## src/rtl/csr_ctrl.sv

```systemverilog
// Machine-mode CSR controller for the single-cycle RV32 core: CSR read-modify-write,
// trap entry / mret sequencing, cycle/instret counters and the fetch redirect.
module csr_ctrl #(
  parameter logic [31:0] MTVEC_RESET = 32'h0000_0000,
  parameter logic [31:0] HART_ID     = 32'd0
) (
  input  logic        clk,
  input  logic        rst,
  input  logic        instr_valid,
  input  logic        csr_en,
  input  logic [2:0]  funct3,
  input  logic [11:0] csr_addr,
  input  logic [31:0] rs1_data,
  input  logic [4:0]  rs1_field,
  input  logic [31:0] pc,
  input  logic        ecall,
  input  logic        mret,
  input  logic        ext_irq,
  output logic [31:0] csr_rdata,
  output logic        redirect,
  output logic [31:0] redirect_pc,
  output logic        trap_taken
);

  typedef enum logic [1:0] {
    OP_NONE = 2'd0,
    OP_RW   = 2'd1,
    OP_RS   = 2'd2,
    OP_RC   = 2'd3
  } csr_op_e;

  localparam logic [11:0] A_MSTATUS   = 12'h300;
  localparam logic [11:0] A_MIE       = 12'h304;
  localparam logic [11:0] A_MTVEC     = 12'h305;
  localparam logic [11:0] A_MSCRATCH  = 12'h340;
  localparam logic [11:0] A_MEPC      = 12'h341;
  localparam logic [11:0] A_MCAUSE    = 12'h342;
  localparam logic [11:0] A_MIP       = 12'h344;
  localparam logic [11:0] A_MCYCLE    = 12'hB00;
  localparam logic [11:0] A_MCYCLEH   = 12'hB80;
  localparam logic [11:0] A_MINSTRET  = 12'hB02;
  localparam logic [11:0] A_MINSTRETH = 12'hB82;
  localparam logic [11:0] A_CYCLE     = 12'hC00;
  localparam logic [11:0] A_CYCLEH    = 12'hC80;
  localparam logic [11:0] A_INSTRET   = 12'hC02;
  localparam logic [11:0] A_INSTRETH  = 12'hC82;
  localparam logic [11:0] A_MHARTID   = 12'hF14;

  localparam logic [31:0] CAUSE_IRQ     = 32'h8000_000B;
  localparam logic [31:0] CAUSE_ILLEGAL = 32'd2;
  localparam logic [31:0] CAUSE_ECALL   = 32'd11;
  localparam logic [31:0] ALIGN_MASK    = 32'hFFFF_FFFC;

  logic        r_mie;
  logic        r_mpie;
  logic        r_meie;
  logic [31:0] r_mtvec;
  logic [31:0] r_mscratch;
  logic [31:0] r_mepc;
  logic [31:0] r_mcause;
  logic [63:0] r_mcycle;
  logic [63:0] r_minstret;

  csr_op_e     w_op;
  logic [31:0] w_b;
  logic [31:0] w_old;
  logic [31:0] w_new;
  logic [31:0] w_cause;
  logic        w_impl;
  logic        w_active;
  logic        w_wr_attempt;
  logic        w_illegal;
  logic        w_irq;
  logic        w_ecall;
  logic        w_trap;
  logic        w_mret;
  logic        w_we;
  logic        w_retire;
  logic [63:0] w_cycle_inc;
  logic [63:0] w_instret_inc;

  assign w_op     = csr_op_e'(funct3[1:0]);
  assign w_b      = funct3[2] ? {27'd0, rs1_field} : rs1_data;
  assign w_active = csr_en & instr_valid;

  // NOTE: defaults first, so addresses missing from the case cannot infer a latch.
  always_comb begin
    w_old  = '0;
    w_impl = 1'b1;
    case (csr_addr)
      A_MSTATUS:               w_old = {19'd0, 2'b11, 3'd0, r_mpie, 3'd0, r_mie, 3'd0};
      A_MIE:                   w_old = {20'd0, r_meie, 11'd0};
      A_MTVEC:                 w_old = r_mtvec;
      A_MSCRATCH:              w_old = r_mscratch;
      A_MEPC:                  w_old = r_mepc;
      A_MCAUSE:                w_old = r_mcause;
      A_MIP:                   w_old = {20'd0, ext_irq, 11'd0};
      A_MCYCLE,   A_CYCLE:     w_old = r_mcycle[31:0];
      A_MCYCLEH,  A_CYCLEH:    w_old = r_mcycle[63:32];
      A_MINSTRET, A_INSTRET:   w_old = r_minstret[31:0];
      A_MINSTRETH, A_INSTRETH: w_old = r_minstret[63:32];
      A_MHARTID:               w_old = HART_ID;
      default:                 w_impl = 1'b0;
    endcase
  end

  always_comb begin
    w_new = w_b;
    case (w_op)
      OP_RS:   w_new = w_old | w_b;
      OP_RC:   w_new = w_old & ~w_b;
      default: w_new = w_b;
    endcase
  end

  // Set/clear with a zero operand is a pure read, so read-only addresses stay legal.
  assign w_wr_attempt = (w_op == OP_RW) |
                        (((w_op == OP_RS) | (w_op == OP_RC)) & (rs1_field != 5'd0));
  assign w_illegal    = w_active & (~w_impl | (w_op == OP_NONE) |
                                    (w_wr_attempt & (csr_addr[11:10] == 2'b11)));
  assign w_irq        = r_mie & r_meie & ext_irq & instr_valid;
  assign w_ecall      = ecall & instr_valid;
  assign w_trap       = w_irq | w_illegal | w_ecall;
  assign w_cause      = w_irq ? CAUSE_IRQ : (w_illegal ? CAUSE_ILLEGAL : CAUSE_ECALL);
  assign w_mret       = mret & instr_valid & ~w_trap;
  assign w_we         = w_active & w_wr_attempt & ~w_trap;
  assign w_retire     = instr_valid & ~w_trap;

  assign w_cycle_inc   = r_mcycle + 64'd1;
  assign w_instret_inc = r_minstret + 64'd1;

  // NOTE: non-blocking assignments so every register samples pre-edge values together.
  always_ff @(posedge clk or posedge rst) begin
    if (rst) begin
      r_mie      <= 1'b0;
      r_mpie     <= 1'b0;
      r_meie     <= 1'b0;
      r_mtvec    <= MTVEC_RESET & ALIGN_MASK;
      r_mscratch <= '0;
      r_mepc     <= '0;
      r_mcause   <= '0;
      r_mcycle   <= '0;
      r_minstret <= '0;
    end else begin
      if (w_trap) begin
        r_mpie <= r_mie;
        r_mie  <= 1'b0;
      end else if (w_mret) begin
        r_mie  <= r_mpie;
        r_mpie <= 1'b1;
      end else if (w_we && csr_addr == A_MSTATUS) begin
        r_mie  <= w_new[3];
        r_mpie <= w_new[7];
      end

      if (w_we && csr_addr == A_MIE)      r_meie     <= w_new[11];
      if (w_we && csr_addr == A_MTVEC)    r_mtvec    <= w_new & ALIGN_MASK;
      if (w_we && csr_addr == A_MSCRATCH) r_mscratch <= w_new;

      if (w_trap) begin
        r_mepc   <= pc & ALIGN_MASK;
        r_mcause <= w_cause;
      end else begin
        if (w_we && csr_addr == A_MEPC)   r_mepc   <= w_new & ALIGN_MASK;
        if (w_we && csr_addr == A_MCAUSE) r_mcause <= w_new;
      end

      // A written half replaces its increment; the other half never sees that cycle's carry.
      if (w_we && csr_addr == A_MCYCLE)
        r_mcycle <= {r_mcycle[63:32], w_new};
      else if (w_we && csr_addr == A_MCYCLEH)
        r_mcycle <= {w_new, w_cycle_inc[31:0]};
      else
        r_mcycle <= w_cycle_inc;

      if (w_we && csr_addr == A_MINSTRET)
        r_minstret <= {r_minstret[63:32], w_new};
      else if (w_we && csr_addr == A_MINSTRETH)
        r_minstret <= {w_new, w_instret_inc[31:0]};
      else if (w_retire)
        r_minstret <= w_instret_inc;
    end
  end

  assign csr_rdata   = (~rst & w_active) ? w_old : '0;
  assign trap_taken  = ~rst & w_trap;
  assign redirect    = ~rst & (w_trap | w_mret);
  assign redirect_pc = rst    ? '0      :
                       w_trap ? r_mtvec :
                       w_mret ? r_mepc  : '0;

endmodule

```

## config.mk

```make
export PLATFORM = sky130hd
export DESIGN_NAME = csr_ctrl
export DESIGN_NICKNAME = d
export VERILOG_FILES = /design/src/rtl/csr_ctrl.sv
export SDC_FILE = /design/constraint.sdc
export NUM_CORES = 1
export LEC_CHECK = 0
export ABC_AREA = 0
export BUFFER_PORTS_ARGS = -buffer_cell sky130_fd_sc_hd__buf_4
export CAP_MARGIN = 5
export CORE_ASPECT_RATIO = 1.25
export CORE_MARGIN = 2
export CORE_UTILIZATION = 61
export DETAILED_ROUTE_END_ITERATION = 7
export PLACE_DENSITY = 0.85
export SLEW_MARGIN = 30
export SYNTH_ARGS = -nofsm -noshare
export SYNTH_HDL_FRONTEND = slang
export SYNTH_SLANG_ARGS = --single-unit
```

## constraint.sdc

```tcl
create_clock -name clk -period 12.2 [get_ports clk]
set_clock_uncertainty 0.1 [all_clocks]
set_input_delay 2.44 -clock clk [delete_from_list [all_inputs] [get_ports clk]]
set_output_delay 2.44 -clock clk [all_outputs]
set_load 0.01 [all_outputs]
```

==> flow_summary.json <==
{
  "final_common_cell": "dfrtp_1",
  "power_density_mw_per_mm2": 111,
  "overflow": 0,
  "drtIter0Drc": 3294,
  "grt_pass1_wl_um": 105000,
  "cts_resized": 0,
  "yosysUniqueCellTypes": 95,
  "ant_nets": 0,
  "num_vias": 18600,
  "hold_buffers": 0,
  "clkLatencyLatePin_ns": 0.58,
  "synth_area_per_cell_um2": 8.42,
  "path_buf_inv": 4,
  "drive_gt1_share_pct": 15.1,
  "async_reset_ff_share_pct": 100,
  "die_h_um": 189,
  "path_common_cell": "buf_4",
  "place_ws_ns": 3.52,
  "drt_drc_violations_left": 0,
  "nets": 2145,
  "wirelength_um": 69900,
  "p_leak_nw": 7.62,
  "ys_warn_count": 0,
  "path_cells": "buf_4 -> nand4b_1 -> nand2_1 -> nand3_1 -> and4b_1 -> buf_4 -> nor2_1 -> and3_1 -> buf_4 -> a22o_1 -> buf_4",
  "clockRootBuffer": "clkbuf_16",
  "crit_path_max_fanout": 30,
  "required_ns": 9.66,
  "cts_setup_buffers": 0,
  "grt_util_all_layers_pct": 47.0,
  "status": "completed",
  "clkTransAtPathRegs_ns": 0.06,
  "die_x_um": 152,
  "worstSetupEndpointType": "output pin",
  "clockBufferDepth": 3,
  "final_hold_viol_count": 0,
  "synthTopCellsByArea": "dfrtp_1, o21ai_0, nand2_1",
  "routedWlPerCell_um": 28.9,
  "setup_ws_ns": 3.31,
  "grt_max_degree": 115,
  "crit_slowest_cell": "nand2_1",
  "final_core_util_pct": 70.7,
  "layout_common_cells": "dfrtp_1, nand2_1, buf_4",
  "start_util_pct": 62.1,
  "finalCritPeriodShare_pct": 72.9,
  "min_path_type": "reg -> reg",
  "syn_area_mm2": 0.0167,
  "place_congestion": 1.04,
  "grt_pass1_vias": 17500,
  "rows": 67,
  "rsz0062_at_grt": "false",
  "viasPerCell": 7.70,
  "hpwl_um": 49000,
  "max_stage_delay_ns": 0.76,
  "layout.cells.non_filler": 2421,
  "synth_flop_cell": "dfrtp_1",
  "cts.sinks": 255,
  "slew_headroom_pct": 21.5,
  "core_mm2": 0.0269,
  "arrival_ns": 6.35,
  "crit_type": "in -> out",
  "port_buffers": 152,
  "fmax_ghz": 0.112,
  "dieArea_mm2": 0.0288,
  "synth_seq_cells": 255,
  "cp_top_family": "simple AND/OR/NAND/NOR gates",
  "crit_path_start_kind": "input pin",
  "ios": 157,
  "yosysSeqAreaShare_pct": 38.2,
  "antenna_found_initial": 4,
  "htree_levels": 1,
  "cts_inserted_buffers": 29,
  "setup_tns_ns": 0,
  "tritoncts": "done",
  "vdd_drop_max_uv": 96.2,
  "fin_crit_ns": 8.89,
  "synthCells": 1987,
  "synth_top_area_share_pct": 38.2,
  "worstMarginPinSlew_ns": 1.17,
  "dp.cells": 2366,
  "area.growth.synth_to_final_pct": 13.8,
  "drt_first_pass_iters": 8,
  "yosys.area.top_type": "dfrtp_1",
  "drv_slew": 0,
  "setup_viol": 0,
  "maxCapViolations": 0,
  "synth_edf_count": 0
}
[cells in the mapped netlist (8+ instances only)]
master / count
mux2_2: 15
mux2i_1: 39
nor2b_1: 14
xnor2_1: 19
dfrtp_1: 255
xor2_1: 11
o31ai_1: 12
or3_1: 22
inv_1: 28
nor3_1: 38
o32a_1: 21
and4_1: 13
a31oi_1: 46
nor2_1: 184
and3_1: 45
a32oi_1: 9
a22o_1: 38
a21oi_1: 95
nor4_1: 24
a22oi_1: 21
nand3b_1: 8
o31a_1: 14
a21o_1: 22
o21ai_0: 176
buf_2: 48
nand4_1: 58
clkbuf_1: 92
o21ai_1: 15
o221ai_2: 9
o211ai_1: 30
and2_1: 23
nand3_1: 74
a221oi_1: 9
or4_1: 11
o22a_1: 8
nand2_1: 214
a211oi_1: 59
a222oi_1: 14
[worst min-delay path: stages (launching register included)]
cell	delay [ns]
dfrtp_1	0.34
nand2_1	0.05
o21ai_0	0.06
[cell type report]
cell class / instances / area (µm²)
Multi-Input combinational cell: 1551 / 9720
Fill cell: 2128 / 7880
Sequential cell: 255 / 6380
Timing Repair Buffer: 187 / 1420
Clock buffer: 31 / 743
Tap cell: 345 / 432
Clock inverter: 23 / 223
Inverter: 28 / 113
Antenna cell: 1 / 2.50
[logic make-up after synthesis]
family	synth area share [%]
compound gates	28.3
xor+xnor	1.57
fa+ha+maj	0.150
buf+inv	4.59
flops	38.2
mux	3.34
other cells	0.0224
simple gates	23.9
[report_power, final]
group	internal [mW]	switching (mW)
clock network	0.509	0.398
logic	0.0862	0.171
registers	0.882	0.0626
total	1.48	0.632
[metal layers]
metal | track usage [%] | wire length [µm] | up-vias
met3 | 14.9 | 10900 | 459
met4 | 27.9 | 5270 | 2
li1 | - | - | 7689
met5 | 0 | 13 | -
met1 | 59.2 | 23700 | 8700
met2 | 71.3 | 30100 | 1795
[state kept, by name, indices dropped and copies added, names as in the netlist]
register,flops
r_minstret,64
r_mepc,30
r_mie,1
r_meie,1
r_mtvec,30
r_mcause,32
r_mcycle,64
r_mscratch,32
r_mpie,1
[stage by stage]
stage          area, µm²  total power, mW  hold slack, ns
3_5_place_dp       18000             1.20           0.370
2_1_floorplan      16700             1.08           0.346
4_1_cts            19000             2.08           0.384
5_1_grt            19000             2.15           0.413
6_report           19000             2.11           0.386
3_3_place_gp       18000             1.19           0.358
[path summary, 6_finish.rpt]
| path | cells after the start | startpoint | slack, ns | to |
|---|---|---|---|---|
| max | 11 | csr_addr[10] | 3.31 | redirect_pc[18] |
| max in group asynchronous | 3 | rst | 8.83 | r_mcycle[14] |
| min | 2 | r_mscratch[10] | 0.39 | r_mscratch[10] |
| max reg2reg | 6 | r_meie | 8.45 | r_minstret[33] |
| min reg2reg | 2 | r_mscratch[10] | 0.39 | r_mscratch[10] |
| min in group asynchronous | 2 | rst | 1.92 | r_mcause[3] |
(Power assumes the default switching activity.)
